[config.mk]
export PLATFORM = sky130hd
export DESIGN_NAME = mux2_wide_reg
export DESIGN_NICKNAME = d
export VERILOG_FILES = /design/src/rtl/mux2_pkg.sv /design/src/rtl/mux2_bit.sv /design/src/rtl/mux2_wide_reg.sv
export SDC_FILE = /design/constraint.sdc
export NUM_CORES = 1
export LEC_CHECK = 0
export ABC_AREA = 1
export CAP_MARGIN = 20
export CORE_MARGIN = 3
export CORE_UTILIZATION = 23
export DETAILED_ROUTE_END_ITERATION = 12
export MAX_ROUTING_LAYER = met4
export SLEW_MARGIN = 0
export SYNTH_ARGS = -nofsm -noshare
export SYNTH_HDL_FRONTEND = slang
export SYNTH_SLANG_ARGS = --single-unit
[constraint.sdc]
create_clock -name clk -period 1.05 [get_ports clk]
set_clock_uncertainty 0.15 [all_clocks]
set_input_delay 0.21 -clock clk [delete_from_list [all_inputs] [get_ports clk]]
set_output_delay 0.21 -clock clk [all_outputs]
set_load 0.03 [all_outputs]
[src/rtl/mux2_pkg.sv]
// Shared constants and types for the wide 2:1 datapath selector.
`timescale 1ns/1ps
package mux2_pkg;

   localparam int MUX2_DEF_WIDTH = 64;

   typedef logic [MUX2_DEF_WIDTH-1:0] mux2_word_t;

endpackage

[src/rtl/mux2_bit.sv]
// Single-bit 2:1 cell. A ternary keeps standard mux pessimism: an X select
// still yields i0 when both operands agree.
`timescale 1ns/1ps
module mux2_bit (
   output logic out,
   input  logic i0,
   input  logic i1,
   input  logic sel
);

   assign out = sel ? i1 : i0;

endmodule

[src/rtl/mux2_wide_reg.sv]
// WIDTH-bit 2:1 selector with combinational and registered outputs.
// Define MUX2_PARITY_EN to add a registered even-parity output par_q.
`timescale 1ns/1ps
module mux2_wide_reg
   import mux2_pkg::*;
#(
   parameter int WIDTH = MUX2_DEF_WIDTH
) (
   input  logic             clk,
   input  logic             rst_n,
   input  logic [WIDTH-1:0] i0,
   input  logic [WIDTH-1:0] i1,
   input  logic             sel,
   input  logic             en,
   output logic [WIDTH-1:0] out,
   output logic [WIDTH-1:0] out_q
`ifdef MUX2_PARITY_EN
   ,
   output logic             par_q
`endif
);

   // One cell per bit keeps the select-to-output path a single cell deep.
   for (genvar k = 0; k < WIDTH; k++) begin : eachMux
      mux2_bit u_bit (
         .out (out[k]),
         .i0  (i0[k]),
         .i1  (i1[k]),
         .sel (sel)
      );
   end

   logic [WIDTH-1:0] out_d;
   assign out_d = out;

`ifdef MUX2_PARITY_EN
   logic par_d;
   assign par_d = ^out_d;

   always_ff @(posedge clk or negedge rst_n) begin
      if (!rst_n) begin
         out_q <= '0;
         par_q <= 1'b0;
      end else if (en) begin
         out_q <= out_d;
         par_q <= par_d;
      end
   end
`else
   always_ff @(posedge clk or negedge rst_n) begin
      if (!rst_n) begin
         out_q <= '0;
      end else if (en) begin
         out_q <= out_d;
      end
   end
`endif

endmodule

Word-level counts from Yosys, hierarchy flattened
Index checks and enable logic that the tools add are counted.
{"block": "classes", "mux": 64}
{"cell": "1-bit two-way mux", "n": 64}
{"block": "word_totals", "word_cells": 65, "ff_bits": 64, "output_inout_bits": 128, "in_bits": 132}

Logic depth before layout (Yosys ltp)
Gate-level depths: netlist (run 1).
{"block": "depth", "depth_word": 1, "ltp_mapped": 5, "ltp_nobuf": 4}

Modules after synthesis
From an unflattened synthesis (run 1), not the netlist that was laid out.
{"block": "hier_totals", "cells_unflattened": 526, "area_unflattened_um2": 3407.0}
{"mod": "mux2_wide_reg", "cells_each": 270, "area_per_inst_um2": 2446.1, "n_inst": 1}
{"mod": "mux2_bit", "cells_each": 4, "area_per_inst_um2": 15.0, "n_inst": 64}

Least setup slack after synthesis (run 1)
OpenSTA, ideal clock, no wires.
{"block": "synth_timing", "path_kind": "input port to output port", "startpoint": "input sel", "endpoint": "output out[10]", "t_arrival_ps": 848, "t_required_ps": 690, "stages": 5, "path_slack_ps": -158, "n_path_buf": 3, "cell_sequence": "buf_6 > buf_12 > nand2_1 > and2_1 > buf_4"}
{"block": "synth_between", "elab_chain_cells": 1}
{"item": "start: declaration", "line": "mux2_wide_reg.sv:13", "text": "input logic sel,"}
{"item": "1-bit two-way mux", "line": "mux2_bit.sv:11", "text": "assign out = sel ? i1 : i0;"}
{"item": "end: declaration", "line": "mux2_wide_reg.sv:15", "text": "output logic [WIDTH-1:0] out,"}
Every way passes these cells.

Worst setup path in the final report (run 1)
{"block": "layout_timing", "startpoint": "input sel", "endpoint": "register out_q[49]"}
{"block": "layout_between", "elab_chain_cells": 1}
{"item": "1-bit two-way mux", "line": "mux2_bit.sv:11"}
{"item": "end signal: assignment", "line": "mux2_wide_reg.sv:54", "text": "out_q <= out_d;"}
{"item": "end: declaration", "line": "mux2_wide_reg.sv:16", "text": "output logic [WIDTH-1:0] out_q"}
Every way passes these cells.
A chain may end at the register's enable or synchronous reset.

==> results of run 1 <==
metal layers:
layer	GRT usage [%]	up-vias	share of wire (%)
met4	10.7	0	5.6
met3	4.14	91	5.8
met5	-	-	0
met1	20.6	3028	37
met2	36.7	250	52
li1	-	3048	-
cell usage after synthesis:
| cell type | n |
|---|---|
| nand2_1 | 256 |
| inv_1 | 128 |
| buf_4 | 65 |
| and2_1 | 64 |
| dfrtp_1 | 64 |
| nand3_1 | 64 |
| buf_2 | 16 |
| buf_12 | 6 |
| clkbuf_1 | 2 |
| inv_2 | 2 |
| buf_6 | 1 |
worst min-delay path by stage:
stage           endpoint  cells after the start
5_1_grt        out_q[33]                      5
3_3_place_gp   out_q[40]                      2
6_report       out_q[25]                      5
2_1_floorplan   out_q[0]                      0
4_1_cts        out_q[33]                      5
3_5_place_dp   out_q[40]                      2
per-stage QoR:
step                      instance area [um2]  worst slack, ns  TNS [ns]  hold WS, ns
after floorplan                          4830          -0.0973     -5.63       -0.236
after global placement                   7550           -0.489    -39.15       0.0376
after detailed placement                 7550           -0.464    -40.45       0.0449
after CTS                               10600           -0.262    -36.38        0.158
after global routing                    11400           -0.332    -39.08        0.196
final                                   11400           -0.320    -33.53        0.171
cell families after synthesis:
kind of cell	count (synthesis)	share of synthesized area, %
buffers and inverters	220	26.7
AND/OR/NAND/NOR	384	37.6
flip-flops	64	35.8
critical path: cells and delay by family:
kind / cells / cell delay (ns)
buffers and inverters: 8 / 1.01
and+or+nand+nor: 3 / 0.20
cell usage in the layout, fill, tap and decap left out, drive strengths merged:
| cell type | synthesis | layout |
|---|---|---|
| and2 | 64 | 64 |
| clkbuf | 2 | 22 |
| diode | 0 | 2 |
| dfrtp | 64 | 64 |
| clkdlybuf4s15 | 0 | 9 |
| clkinvlp | 0 | 1 |
| inv | 130 | 130 |
| dlygate4sd3 | 0 | 1 |
| clkinv | 0 | 5 |
| dlygate4sd2 | 0 | 119 |
| buf | 88 | 524 |
| nand3 | 64 | 64 |
| bufinv | 0 | 1 |
| nand2 | 256 | 256 |
what timing repair did:
action,in CTS,in global routing
hold endpoints to repair,64,0
hold buffers,1,0
gates cloned,2,12
buffers inserted,298,17
gates resized for setup,328,188
setup endpoints to repair,128,175
pin swaps,64,39
report_power, final:
part	switching (mW)	total (mW)	internal (mW)
Sequential	0.212	2.94	2.73
Combinational	2.53	5.36	2.83
Clock	1.10	3.07	1.97
Total	3.84	11.4	7.54
final cells by class:
class                   instances  area, um2
clock inverters                 2       37.5
clock buffers                  14        264
fillers                      1520       7450
repair inverters                5        118
multi-input cells             384       2380
inverters                     130        514
flip-flops and latches         64       1600
well taps                     260        325
repair buffers                661       6200
diodes                          2       5.00
==> summary.md, run 1 <==
| Metric | Value |
|---|---|
| Crit path capture | `out_q[49]` |
| GP Congestion | `between 0.7 and 0.8` |
| Die area | `between 20000 and 25000 um2` |
| Via Count | `about 6400` |
| Row count | `50` |
| Largest Register | `out_q` |
| PwrDens | `~990 nW/um2` |
| DR pass1 iterations | `4` |
| Most used cell along the critical path | `buf_4` |
| Status | `complete, but fails checks` |
| DIE HEIGHT | `approximately 150 um` |
| Share of layout cells above drive strength 1 | `57.1%` |
| Total power | `between 10 and 15 mW` |
| Syn Nets | `800` |
| Fin cells | `about 1500` |
| Worst-path clk slew | `~0.06 ns` |
| Tmin final | `roughly 1.4 ns` |
| Max reg flops | `64` |
| Arr. time, crit path | `about 1.4 ns` |
| Register bit total from synthesis | `64` |
| Worst-Skew Late Latency | `between 0.3 and 0.4 ns` |
| Number of global-route vias before repair | `~6800` |
| Die W | `between 100 and 150 um` |
| Crit path from | `sel` |
| DRT iter0 DRCs | `between 200 and 250` |
| Syn Inst Count | `approximately 670` |
| Vias per cell | `~4.2` |
| Slowest CP cell | `clkbuf_16` |
| Crit-path cells | `clkbuf_16 > buf_12 > clkinv_16 > nand2_2 > buf_4 > buf_4 > buf_4 > buf_4 > buf_4 > nand3_1 > nand2_1` |
| Hold Crit Class | `in -> reg` |
| Final hold violations | `0` |
| Root buffer cell | `clkbuf_16` |
| DRC | `0` |
| Largest cells by area after synthesis | `dfrtp_1 (36%), nand2_1 (21%), buf_4 (11%)` |
| Count of cell types in the netlist | `11` |
| Core area | `around 19000 um2` |
| Max-cap viol count | `0` |
| WL final | `23.8 mm` |
| Initial antenna violation count | `2` |
| First-pass GRT wire length | `approximately 34 mm` |
| WS Path Type | `in -> reg` |
| Synth area leader | `dfrtp_1` |
| CTS tree | `built` |
| Slew margin rel. | `a little over four fifths` |
| Cell Area, Synth | `4480 um2` |
| Tot GR Track Use | `just over 20%` |
| Tcrit/Tclk final | `131%` |
| Worst Reg-to-Reg Cells | `3` |
| Ports | `260` |
| Worst EP required | `approximately 1.1 ns` |
| RSZ-0062 raised after global routing | `yes` |
| CTS buffer count | `9` |
| Flop2flop setup slack | `approximately 0.10 ns` |
| Nets@finish | `around 1400` |
| Hpwl dp | `around 11 mm` |
| Worst R2R End | `out_q[9]` |
| Yosys Warn Count | `0` |
| Gr ovfl total | `0` |
| Fmax | `roughly 730 MHz` |
| Failing checks | `setup timing` |
| Port buffer count | `259` |
| Mean post-synth cell area | `between 6 and 7 um2` |
| Share of the synthesized area in the top cell type | `roughly 36%` |
| CP Max Fanout | `8` |
| Initial core utilization | `a little under a quarter` |
| Antenna viol nets, final | `0` |
| DP Cell Count | `~1200` |
| Util after Layout | `between 60% and 70%` |
| Nature of the critical path startpoint | `input pin` |
| Worst Slack Setup Final | `-0.320 ns` |
| Sink Count | `64` |
| Post-synthesis sequential area ratio | `a little over a third` |
| FF-to-FF Start | `out_q[9]` |
| Finish-stage setup viols | `approximately 170` |
| Peak supply drop | `a little under 700 uV` |
| Largest net degree at the start of global routing | `35` |
| Leading registers by flop count | `out_q (64)` |
| CP peak stage delay | `0.16 ns` |
| Min-Delay Startpoint | `i0[25]` |
| Slew Viols, Final | `0` |
| Synthesis-to-layout area growth | `155%` |
| Leak | `~6.5 nW` |
| Maximum clock path buffer count | `2` |
| Setup crit end kind | `flip-flop` |
| CTS H-Tree Depth | `3` |
| Drt wl/cell | `between 15 and 20 um` |
| Slew at the pin closest to its max-slew limit | `about 0.23 ns` |
Note: power is estimated with default switching activity, not from simulation.
==> run 2: changes to the inputs <==
- clock period: 1.05 -> 1.5 ns (I/O delays scaled with it)
==> run 2 against run 1 <==
  * Sequential power decreased by 30%
  * Core utilization shrank 5.2 points
  * Sequential share of layout area increased by 1.3 points
  * The run still ends with setup timing left
  * Design area shrank 8.6%
  * Critical path type is now in -> out
==> summary.md, run 2 (same netlist as run 1, synthesis figures left out) <==
| Metric | Value |
|---|---|
| Peak supply drop | `approximately 480 uV` |
| Delay-heaviest family, CP | `buffers and inverters` |
| Leading registers by flop count | `out_q (64)` |
| Number of global-route vias before repair | `5431` |
| CTS buffer count | `9` |
| Via Count | `~5500` |
| DIE HEIGHT | `~150 um` |
| Flop2flop setup slack | `between 0.6 and 0.7 ns` |
| Share of layout cells above drive strength 1 | `52.0%` |
| WL final | `19.5 mm` |
| Slew margin rel. | `around 75%` |
| Antenna viol nets, final | `0` |
| DR pass1 iterations | `4` |
| Hpwl dp | `between 10 and 15 mm` |
| Slowest CP cell | `and2_4` |
| Worst R2R End | `out_q[23]` |
| Status | `complete, but fails checks` |
| Synthesis-to-layout area growth | `134%` |
| Worst-Skew Late Latency | `roughly 0.33 ns` |
| Initial antenna violation count | `2` |
| Slew Viols, Final | `0` |
| DRT iter0 DRCs | `140` |
| Worst Reg-to-Reg Cells | `2` |
| Root buffer cell | `clkbuf_16` |
| Min-Delay Startpoint | `en` |
| Failing checks | `setup timing` |
| Fin cells | `1384` |
| RSZ-0062 raised after global routing | `yes` |
| Worst slack, placed | `-0.631 ns` |
| First-pass GRT wire length | `27.8 mm` |
| Row count | `50` |
| Worst Hold End | `out_q[6]` |
| Largest Register | `out_q` |
| Largest net degree at the start of global routing | `65` |
| FILL cells | `about 1600` |
| Most frequent cells in the layout | `buf_4 (266), nand2_1 (171), inv_1 (113), dlymetal6s2s_1 (87), buf_6 (67)` |
| Die W | `around 150 um` |
| Final hold violations | `0` |
| Tmin final | `around 1.6 ns` |
| Leak | `6.45 nW` |
| Max reg flops | `64` |
| Tcrit/Tclk final | `104%` |
| Util after Layout | `between 50% and 60%` |
| CP Max Fanout | `7` |
| Fmax | `639 MHz` |
| Worst-path clk slew | `roughly 0.05 ns` |
| Crit path from | `sel` |
| DP Cell Count | `1229` |
| FF-to-FF Start | `out_q[23]` |
| CP peak stage delay | `between 0.15 and 0.2 ns` |
| DRC | `0` |
| Finish-stage setup viols | `47` |
| Sink Count | `64` |
| Initial core utilization | `between 20% and 30%` |
| Die area | `about 21000 um2` |
| Worst EP required | `1.05 ns` |
| WS Path Type | `in -> out` |
| Port buffer count | `259` |
| Most used cell along the critical path | `buf_12` |
| Slew at the pin closest to its max-slew limit | `between 0.3 and 0.4 ns` |
| Tot GR Track Use | `~17%` |
| Nature of the critical path startpoint | `input pin` |
| Gr ovfl total | `0` |
| WP buf/inv | `5` |
| Nets@finish | `about 1200` |
| Drt wl/cell | `approximately 14 um` |
| Maximum clock path buffer count | `2` |
| Setup crit end kind | `output pin` |
| Max-cap viol count | `0` |
| Hold Crit Class | `in -> reg` |
| GP Congestion | `0.808` |
| CTS tree | `built` |
| Arr. time, crit path | `around 1.1 ns` |
| Commonest non-fill, non-tap cell in the layout | `buf_4` |
| Worst Slack Setup Final | `-0.0648 ns` |
| Hold Path Stages | `3` |
| Crit-path cells | `buf_12 > inv_16 > buf_12 > buf_8 > nand2_4 > and2_4 > buf_12` |
| Vias per cell | `4.01` |
| CTS H-Tree Depth | `3` |
| Core area | `roughly 19000 um2` |
| Ports | `260` |
| PwrDens | `739 nW/um2` |
run 2: cell count changes in the layout (fill, tap and decap cells not counted), moves of 18 or more:
cell            delta
buf_12            +28
buf_6             -86
buf_4             -78
nand2_2           +31
nand3_1           +18
dlygate4sd2_1     -78
dlymetal6s2s_1    +87
run 2: layout make-up:
class / count / area [um2] / area share [%]
timing repair buffer: 528 / 5500 / 52.6
antenna: 2 / 5.00 / 0.0479
sequential: 64 / 1600 / 15.3
clock inverter: 2 / 35.0 / 0.335
clock buffer: 14 / 284 / 2.72
inverter: 130 / 504 / 4.82
tap: 260 / 325 / 3.11
multi-input combinational: 384 / 2200 / 21.0
run 2: per-layer routing:
layer / GRT usage [%] / up-vias / part of all wire [%]
met5: - / - / 0
met4: 6.84 / 0 / 3.2
met3: 4.08 / 47 / 5.2
met2: 29.7 / 177 / 54
met1: 17.8 / 2549 / 37
li1: - / 2774 / -
run 2: how the worst max path moves through the flow:
stage              end  depth (start not counted)
6_report       out[27]                          7
5_1_grt        out[27]                          7
4_1_cts        out[63]                          8
3_5_place_dp    out[0]                          5
3_3_place_gp    out[0]                          5
2_1_floorplan  out[10]                          5
run 2: worst register-to-register path, delay by kind of cell, from the launching register on:
family           cells  cell delay, ns
AND/OR/NAND/NOR      2            0.15
flip-flops           1            0.41
run 2: per-stage QoR:
step	setup TNS, ns	cell area [um2]	power (mW)	hold WS (ns)
after CTS	-6.20	9560	7.58	0.134
after floorplan	0	4480	3.42	-0.146
after global placement	-29.56	7990	4.88	0.184
after detailed placement	-29.86	7990	4.90	0.189
final	-1.15	10500	7.73	0.151
after global routing	-2.83	10500	8.13	0.166
run 2: timing repair:
item                                   CTS  global route
setup buffers                           98            38
endpoints found under the hold margin   64             0
cloned                                   2             4
pin swaps                               18            66
gates resized for setup                279           225
setup endpoints to repair               70            74
hold buffers                             1             0
run 2: power breakdown:
group / leakage (nW) / internal (mW) / total, mW / switching (mW)
logic: 5.52 / 1.84 / 3.42 / 1.58
clock network: 0.159 / 1.47 / 2.24 / 0.776
registers: 0.767 / 1.91 / 2.07 / 0.159
total: 6.45 / 5.21 / 7.73 / 2.51
